===== config.mk =====
export PLATFORM = sky130hd
export DESIGN_NAME = output_sequencer
export DESIGN_NICKNAME = d
export VERILOG_FILES = /design/src/rtl/output_sequencer.sv
export SDC_FILE = /design/constraint.sdc
export NUM_CORES = 1
export LEC_CHECK = 0
export CAP_MARGIN = 15
export CORE_MARGIN = 2
export CORE_UTILIZATION = 35
export CTS_BUF_LIST = sky130_fd_sc_hd__clkbuf_2 sky130_fd_sc_hd__clkbuf_4 sky130_fd_sc_hd__clkbuf_8
export CTS_CLUSTER_SIZE = 28
export DETAILED_ROUTE_END_ITERATION = 7
export GPL_TIMING_DRIVEN = 0
export SLEW_MARGIN = 20
export SYNTH_ARGS = -nofsm -noshare
export SYNTH_HDL_FRONTEND = slang
export SYNTH_SLANG_ARGS = --single-unit

===== constraint.sdc =====
create_clock -name clk -period 6.1 [get_ports clk]
set_clock_uncertainty 0.2 [all_clocks]
set_input_delay 0.61 -clock clk [delete_from_list [all_inputs] [get_ports clk]]
set_output_delay 0.61 -clock clk [all_outputs]
set_load 0.02 [all_outputs]

===== src/rtl/output_sequencer.sv =====
// Plays back the active half of a double-buffered pattern RAM onto pattern_out.
// Half swaps are deferred to the last-word load so frames are never torn.
module output_sequencer #(
    parameter int unsigned DATA_WIDTH = 16,
    parameter int unsigned HALF_AW    = 12
) (
    input  logic                  clk,
    input  logic                  reset,
    input  logic                  enable,
    input  logic                  load_complete,
    output logic                  active_buffer,
    output logic [HALF_AW:0]      raddr,
    input  logic [DATA_WIDTH-1:0] rdata,
    output logic [3:0]            var_raddr,
    input  logic [31:0]           var_rdata,
    output logic [DATA_WIDTH-1:0] pattern_out,
    output logic                  frame_start,
    output logic                  swap_done,
    output logic                  running
);

    typedef enum logic [1:0] {StIdle, StSetup, StPrime, StRun} state_e;

    localparam logic [HALF_AW-1:0] MaxIdx  = '1;
    localparam logic [15:0]        MaxIdxW = 16'((1 << HALF_AW) - 1);

    state_e                  state_q, state_d;
    logic                    ab_q, ab_d;
    logic [HALF_AW:0]        raddr_q, raddr_d;
    logic [HALF_AW-1:0]      idx_q, idx_d;
    logic [15:0]             cnt_q, cnt_d;
    logic [15:0]             div_q, div_d;
    logic [HALF_AW-1:0]      le_q, le_d;
    logic                    pend_q, pend_d;
    logic [DATA_WIDTH-1:0]   pat_q, pat_d;
    logic                    fs_q, fs_d;
    logic                    sd_q, sd_d;

    logic [15:0]             var_div;
    logic [15:0]             var_last;
    logic [HALF_AW-1:0]      var_le;
    logic                    first_word;
    logic [15:0]             div_sel;
    logic [HALF_AW-1:0]      le_sel;
    logic [15:0]             hold;

    assign var_div  = var_rdata[31:16];
    assign var_last = var_rdata[15:0];
    assign var_le   = (var_last > MaxIdxW) ? MaxIdx : var_last[HALF_AW-1:0];

    // Word 0 uses the freshly read divisor and length; later words use the latched copy.
    assign first_word = (idx_q == '0);
    assign div_sel    = first_word ? var_div : div_q;
    assign le_sel     = first_word ? var_le : le_q;
    assign hold       = (div_sel == '0) ? 16'd1 : div_sel;

    always_comb begin
        state_d = state_q;
        ab_d    = ab_q;
        raddr_d = raddr_q;
        idx_d   = idx_q;
        cnt_d   = cnt_q;
        div_d   = div_q;
        le_d    = le_q;
        pend_d  = pend_q | (load_complete && (state_q != StIdle));
        pat_d   = pat_q;
        fs_d    = 1'b0;
        sd_d    = 1'b0;

        if (state_q == StIdle) begin
            pat_d = '0;
            if (load_complete) begin
                ab_d = ~ab_q;
                sd_d = 1'b1;
            end
            if (enable) state_d = StSetup;
        end else if (!enable) begin
            state_d = StIdle;
            pat_d   = '0;
        end else begin
            case (state_q)
                StSetup: begin
                    raddr_d = {ab_q, {HALF_AW{1'b0}}};
                    idx_d   = '0;
                    state_d = StPrime;
                end
                StPrime: begin
                    cnt_d   = '0;
                    state_d = StRun;
                end
                StRun: begin
                    if (cnt_q == '0) begin
                        pat_d = rdata;
                        cnt_d = hold;
                        if (first_word) begin
                            div_d = var_div;
                            le_d  = var_le;
                            fs_d  = 1'b1;
                        end
                        if (idx_q == le_sel) begin
                            idx_d = '0;
                            if (pend_q) begin
                                ab_d    = ~ab_q;
                                sd_d    = 1'b1;
                                // A request arriving on the swap edge stays queued.
                                pend_d  = load_complete;
                                raddr_d = {~ab_q, {HALF_AW{1'b0}}};
                            end else begin
                                raddr_d = {ab_q, {HALF_AW{1'b0}}};
                            end
                        end else begin
                            idx_d   = idx_q + 1'b1;
                            raddr_d = {ab_q, idx_q + 1'b1};
                        end
                    end else begin
                        cnt_d = cnt_q - 1'b1;
                    end
                end
                default: state_d = StIdle;
            endcase
        end
    end

    always_ff @(posedge clk) begin
        if (reset) begin
            state_q <= StIdle;
            ab_q    <= 1'b0;
            raddr_q <= '0;
            idx_q   <= '0;
            cnt_q   <= '0;
            div_q   <= '0;
            le_q    <= '0;
            pend_q  <= 1'b0;
            pat_q   <= '0;
            fs_q    <= 1'b0;
            sd_q    <= 1'b0;
        end else begin
            state_q <= state_d;
            ab_q    <= ab_d;
            raddr_q <= raddr_d;
            idx_q   <= idx_d;
            cnt_q   <= cnt_d;
            div_q   <= div_d;
            le_q    <= le_d;
            pend_q  <= pend_d;
            pat_q   <= pat_d;
            fs_q    <= fs_d;
            sd_q    <= sd_d;
        end
    end

    assign active_buffer = ab_q;
    assign raddr         = raddr_q;
    assign var_raddr     = {3'b000, ab_q};
    assign pattern_out   = pat_q;
    assign frame_start   = fs_q;
    assign swap_done     = sd_q;
    assign running       = (state_q == StPrime) || (state_q == StRun);

endmodule


Word-level counts from Yosys, hierarchy flattened
Index checks and enable logic that the tools add are counted.
{ "word_totals": {"inputBits": 52, "output_inout_bits": 37, "reg_bits": 91} }
{ "classes": {"eq_ne": 8, "n_addsub": 2, "mux": 38, "reduce_logical": 22, "n_bitwise": 6, "magnitude_cmp": 1} }
{ "ops": {"columns": ["cell", "n"], "rows": [
  ["$mux W12", 4],
  ["$mux W16", 3],
  ["$mux W13", 3],
  ["$logic_not A16 Y1", 2],
  ["$pmux W16 S2", 1],
  ["$pmux W13 S2", 1],
  ["$pmux W12 S2", 1],
  ["$mux W1", 21],
  ["$gt A16 B12 Y1 const B", 1],
  ["$reduce_bool A2 Y1", 8],
  ["$sub A16 B1 Y16 const B", 1],
  ["$add A12 B1 Y12 const B", 1],
  ["$eq A12 B12 Y1", 1],
  ["$logic_not A12 Y1", 1],
  ["$reduce_and A4 Y1", 2],
  ["$mux W2", 3],
  ["$ne A2 B2 Y1 const B", 3],
  ["$pmux W2 S3", 1],
  ["$reduce_and A6 Y1", 1],
  ["$not A1 Y1", 5],
  ["$reduce_or A5 Y1", 1],
  ["$eq A2 B2 Y1 const B", 2],
  ["$reduce_and A2 Y1", 2],
  ["$ne A3 B3 Y1 const B", 1],
  ["other kinds (7)", 7]
]} }

Longest topological paths before layout
Gate-level depths: netlist (run 1).
{ "depth": {"depth_word": 9, "ltp_mapped": 11, "depth_no_buf": 9} }

Worst setup path before layout (run 1)
No wires, ideal clock.
{ "synth_path": {"kind": "input -> register", "start": "in var_rdata[15]", "end": "reg raddr_q[12] (netlist: raddr[12])", "slack_ps": 3157, "t_arrival_ps": 2655, "setup_ps": 88, "stages": 9, "required_time_ps": 5812, "n_path_buf": 2, "cell_sequence": "or4_4 > buf_6 > buf_6 > nor2_4 > nor2_1 > o41ai_2 > nand4_2 > or4_1 > a311oi_2"} }
{ "synth_via": {"elab_chain_len": 7} }
{ "synth_lines": {"columns": ["element", "line_no", "text"], "rows": [
  ["start, declared", "15", "input logic [31:0] var_rdata,"],
  ["$gt A16 B12 Y1", "49", "assign var_le = (var_last > MaxIdxW) ? MaxIdx : var_last[HALF_AW-1:0];"],
  ["$mux W12", "49", null],
  ["$mux W12", null, null],
  ["$eq A12 B12 Y1", "100", "if (idx_q == le_sel) begin"],
  ["$mux W13", "100", null],
  ["$mux W13", "92", "if (cnt_q == '0) begin"],
  ["$pmux W13 S2", "81", "case (state_q)"],
  ["end signal, assigned", "140", "raddr_q <= raddr_d;"],
  ["end, declared", "29", "logic [HALF_AW:0] raddr_q, raddr_d;"]
]} }
No other way between the ends. The select of a mux whose other input is x is not followed.
A chain may end at the register's enable or synchronous reset.

Worst setup path after layout (run 1)
{ "layout_path": {"start": "in var_rdata[15]", "end": "reg raddr_q[2] (netlist: raddr[2])"} }
Same word-level chain as after synthesis.

==> Implementation_results.wiki, run 1 <==
{| class="wikitable"
! Metric !! Value
|-
| HPWL reported at the end of detailed placement || 9870 µm
|-
| Post-route non-filler standard cell count || 818
|-
| Worst path cell trace || clkdlybuf4s50_1, or4_4, buf_6, buf_6, nor2_2, o2bb2ai_1, o41ai_2, and4_1, buf_2, nor2_1, a22o_1
|-
| Critical Path RT || 6.15 ns
|-
| Startpoint of the lowest-slack register-to-register path || raddr[0]$_SDFFE_PP0P_
|-
| R2R depth || 11
|-
| Vias || 4483
|-
| Average via count per standard cell || 5.48
|-
| Dpl cells || 802
|-
| Min-delay worst type || flop to flop
|-
| Leakage power total || 2.01 nW
|-
| Post-CTS Setup Repair Bufs || 0
|-
| Cell row count || 40
|-
| Number of antenna diodes || 0
|-
| Flip-flop and latch count after synthesis || 79
|-
| Buffers from clock root to sink, at most || 2
|-
| Ratio of cells with drive above 1 in the final layout || 6.41%
|-
| Reported max-cap violation count || 0
|-
| Library cell with the highest instance count after synthesis || nand2_1
|-
| Remaining DRCs || 0
|-
| Areal power density over the cells || 198 mW/mm²
|-
| Largest driver fanout on the critical path || 10
|-
| Peak Freq || 304 MHz
|-
| Wirelength per Cell || 16.0 µm
|-
| Crit. End Element || flop
|-
| Largest cells by area after synthesis || dfxtp_1 37%, nand2_1 8.7%, a21oi_1 6.5%, nor2_1 5.0%, nor3_1 2.8%
|-
| Layout Nets || 726
|-
| Die Ht || 115 µm
|-
| Placeable core region || 0.0120 mm²
|-
| Data arrival time of the critical path || 3.34 ns
|-
| Portion of the post-synthesis area used by sequential elements || 36.7%
|-
| Type of origin of the critical path || input pin
|-
| Post-route fraction of the period consumed by the critical path || 54.0%
|-
| Final-report max-slew violation count || 0
|-
| Share of synthesized flip-flops with an asynchronous set or reset || 0%
|-
| Average instance area after synthesis || 7.59 µm²
|-
| Post-synth EDFFs || 0
|-
| Via count of the first global-routing pass || 4262
|-
| Hold_ws || 0.258 ns
|-
| Total negative slack for setup checks || 0 ns
|-
| Violation count after the first detailed-route iteration || 305
|-
| Hold Crit Endpoint || pattern_out[12]$_SDFFE_PP0P_
|-
| Maximum number of pins on one net before global-route repair || 13
|-
| Area growth syn-to-layout || 29.5%
|-
| Starting Density || 35.9%
|-
| First-pass GRT wire length || 21100 µm
|-
| Number of distinct library cells after synthesis || 69
|-
| Result of the run || completed
|-
| Die Outline Area || 0.0132 mm²
|-
| Total buffers and inverters traversed by the critical path || 4
|-
| Cts bufs inserted || 9
|-
| Total number of H-tree levels || 3
|-
| Post-synthesis cell count || 568
|-
| Cell occurring most often along the worst timing path || buf_6
|-
| Post-Layout Inst Area || 0.00559 mm²
|-
| Die extent in x || 115 µm
|-
| Max IR drop VDD || 143 µV
|-
| Max-slew headroom at the worst pin || 54.0%
|-
| Clock network latency to the later pin of the worst-skew pair || 0.37 ns
|-
| RSZ-0062 raised after global routing || no
|-
| Top cell types by occurrence after synthesis || 100 x nand2_1, 79 x dfxtp_1, 57 x nor2_1
|-
| Synth Flop Type || dfxtp_1
|-
| Antenna violations before repair || 0
|-
| Top delay family on crit path || simple AND/OR/NAND/NOR gates
|-
| Path type of the worst setup path || input pin to flop
|-
| Cell depth of the worst min-delay path || 2
|-
| Cell at the slowest stage of the critical path || or4_4
|-
| FF-to-FF setup slack || 2.94 ns
|-
| End of the worst register-to-register path || raddr[2]$_SDFFE_PP0P_
|-
| GPL Wtd Cong || 0.908
|-
| Clock period minus final worst setup slack || 3.29 ns
|-
| Top Ports || 89
|-
| Hold wc startpoint || pattern_out[12]$_SDFFE_PP0P_
|-
| Clock-pin transition on the worst setup and hold timing paths || 0.08 ns
|-
| Area of placed instances || 0.00536 mm²
|-
| Number of I/O port buffers || 85
|-
| Overflow left after global routing || 0
|-
| Routed WL || 13100 µm
|-
| TritonCTS clock tree || built
|-
| Setup-failing EPs final || 0
|-
| Delay contributed by the slowest stage of the critical path || 0.53 ns
|-
| Quantity of hold-fixing buffers added after cts || 0
|-
| Root cell of the clock tree || clkbuf_8
|-
| Post-synthesis cell type with the largest combined area || dfxtp_1
|-
| Fraction of synthesized cell area taken by the top area cell type || 36.7%
|-
| Number of nets still failing antenna checks after routing || 0
|-
| Clock Sink Count || 79
|-
| Number of optimization iterations in the first detailed-route pass || 5
|-
| Number of hold violations in the final report || 0
|-
| Slew @ Worst Pin || 0.685 ns
|-
| Netlist area before placement || 0.00431 mm²
|-
| Post-cts repair resize count || 0
|-
| Synth warnings || 0
|-
| Global-route total usage across every layer || 20.1%
|}
-- cell families after synthesis --
family,synth area share (%)
AO/OA/AOI/OAI,22.1
XOR/XNOR,1.62
adder cells (fa/ha/maj),2.32
buffers and inverters,5.57
flip-flops,36.7
multiplexers,2.81
other,0.0869
AND/OR/NAND/NOR,28.8
-- cell usage in the layout, fill, tap and decap left out, drive strengths merged, types with 4 or more instances in the layout --
| cell type | count |
|---|---|
| or3 | 4 |
| nor4 | 5 |
| nand2 | 100 |
| ha | 8 |
| xnor2 | 7 |
| nor2b | 6 |
| nor3 | 26 |
| mux2i | 11 |
| inv | 19 |
| a22oi | 4 |
| nand2b | 6 |
| dfxtp | 79 |
| a21o | 7 |
| nand3 | 21 |
| a211oi | 14 |
| clkbuf | 35 |
| buf | 13 |
| a22o | 4 |
| a31oi | 5 |
| a21oi | 56 |
| or2 | 4 |
| nor2 | 61 |
| clkdlybuf4s50 | 85 |
| nand4 | 10 |
| o21ai | 22 |
| o22ai | 6 |
-- state kept, by name (all words and copies together), names as in the netlist, 2 cells and up --
name,cells
div_q,16
raddr,13
pattern_out,16
cnt_q,16
le_q,12
state_q,2
-- metal layers --
metal,wire length (µm),vias to the layer above,global-route usage (%),part of all wire [%]
li1,-,2205,-,-
met1,5710,2106,25.5,44
met2,6510,155,34.5,50
met3,671,17,3.48,5.1
met4,167,0,6.67,1.3
met5,0,-,0,0
-- worst max path at each step --
| stage | depth (start not counted) | to | from | slack, ns |
|---|---|---|---|---|
| floorplan | 9 | raddr[12]$_SDFFE_PP0P_ | var_rdata[15] | 3.16 |
| global placement | 11 | raddr[2]$_SDFFE_PP0P_ | var_rdata[15] | 2.45 |
| detailed placement | 11 | raddr[2]$_SDFFE_PP0P_ | var_rdata[15] | 2.45 |
| CTS | 11 | raddr[2]$_SDFFE_PP0P_ | var_rdata[15] | 2.80 |
| global route | 11 | raddr[2]$_SDFFE_PP0P_ | var_rdata[15] | 2.64 |
| finish | 11 | raddr[2]$_SDFFE_PP0P_ | var_rdata[15] | 2.81 |
-- stage by stage --
| stage | worst slack, ns | total power, W | utilization (%) |
|---|---|---|---|
| 2_1_floorplan | 3.16 | 0.000600 | - |
| 3_3_place_gp | 2.45 | 0.000663 | 44.6 |
| 3_5_place_dp | 2.45 | 0.000664 | 44.6 |
| 4_1_cts | 2.80 | 0.00112 | 46.5 |
| 5_1_grt | 2.64 | 0.00115 | 46.5 |
| 6_report | 2.81 | 0.00111 | 46.5 |
-- power by group --
group	switching, W	leakage [nW]	internal [W]
Sequential	0.00000551	0.637	0.000519
Combinational	0.0000654	1.25	0.0000628
Clock	0.000193	0.120	0.000262
-- worst register-to-register path: cells and delay by family (launching register included) --
family          cells  cell delay [ns]
compound gates      2             0.47
fa+ha+maj           1             0.17
buf+inv             4             0.89
flops               1             0.43
simple gates        4             0.88
-- layout make-up --
| type | count | area, µm² |
|---|---|---|
| Tap cell | 147 | 184 |
| Sequential cell | 79 | 1580 |
| Fill cell | 1212 | 6420 |
| Clock buffer | 13 | 166 |
| Inverter | 19 | 71.3 |
| Timing Repair Buffer | 85 | 851 |
| Multi-Input combinational cell | 437 | 2500 |
| Clock inverter | 3 | 65.1 |
| Buffer | 35 | 169 |
Note: power is estimated with default switching activity, not from simulation.
==> run 2, diff against run 1 <==
- clock period: 6.1 -> 3.5 ns (I/O delays scaled with it)
==> results of run 2 <==
Same layout as run 1 (identical final DEF). Status: completed.
Main changes from that run: setup slack after placement 2.45 ns -> 0.108 ns; setup slack after layout 2.81 ns -> 0.337 ns; start point of the critical path var_rdata[15] -> raddr[0]$_SDFFE_PP0P_; register-to-register setup slack 2.94 ns -> 0.34 ns; total power 0.00111 W -> 0.00193 W; worst IR drop on VDD 143 µV -> 250 µV
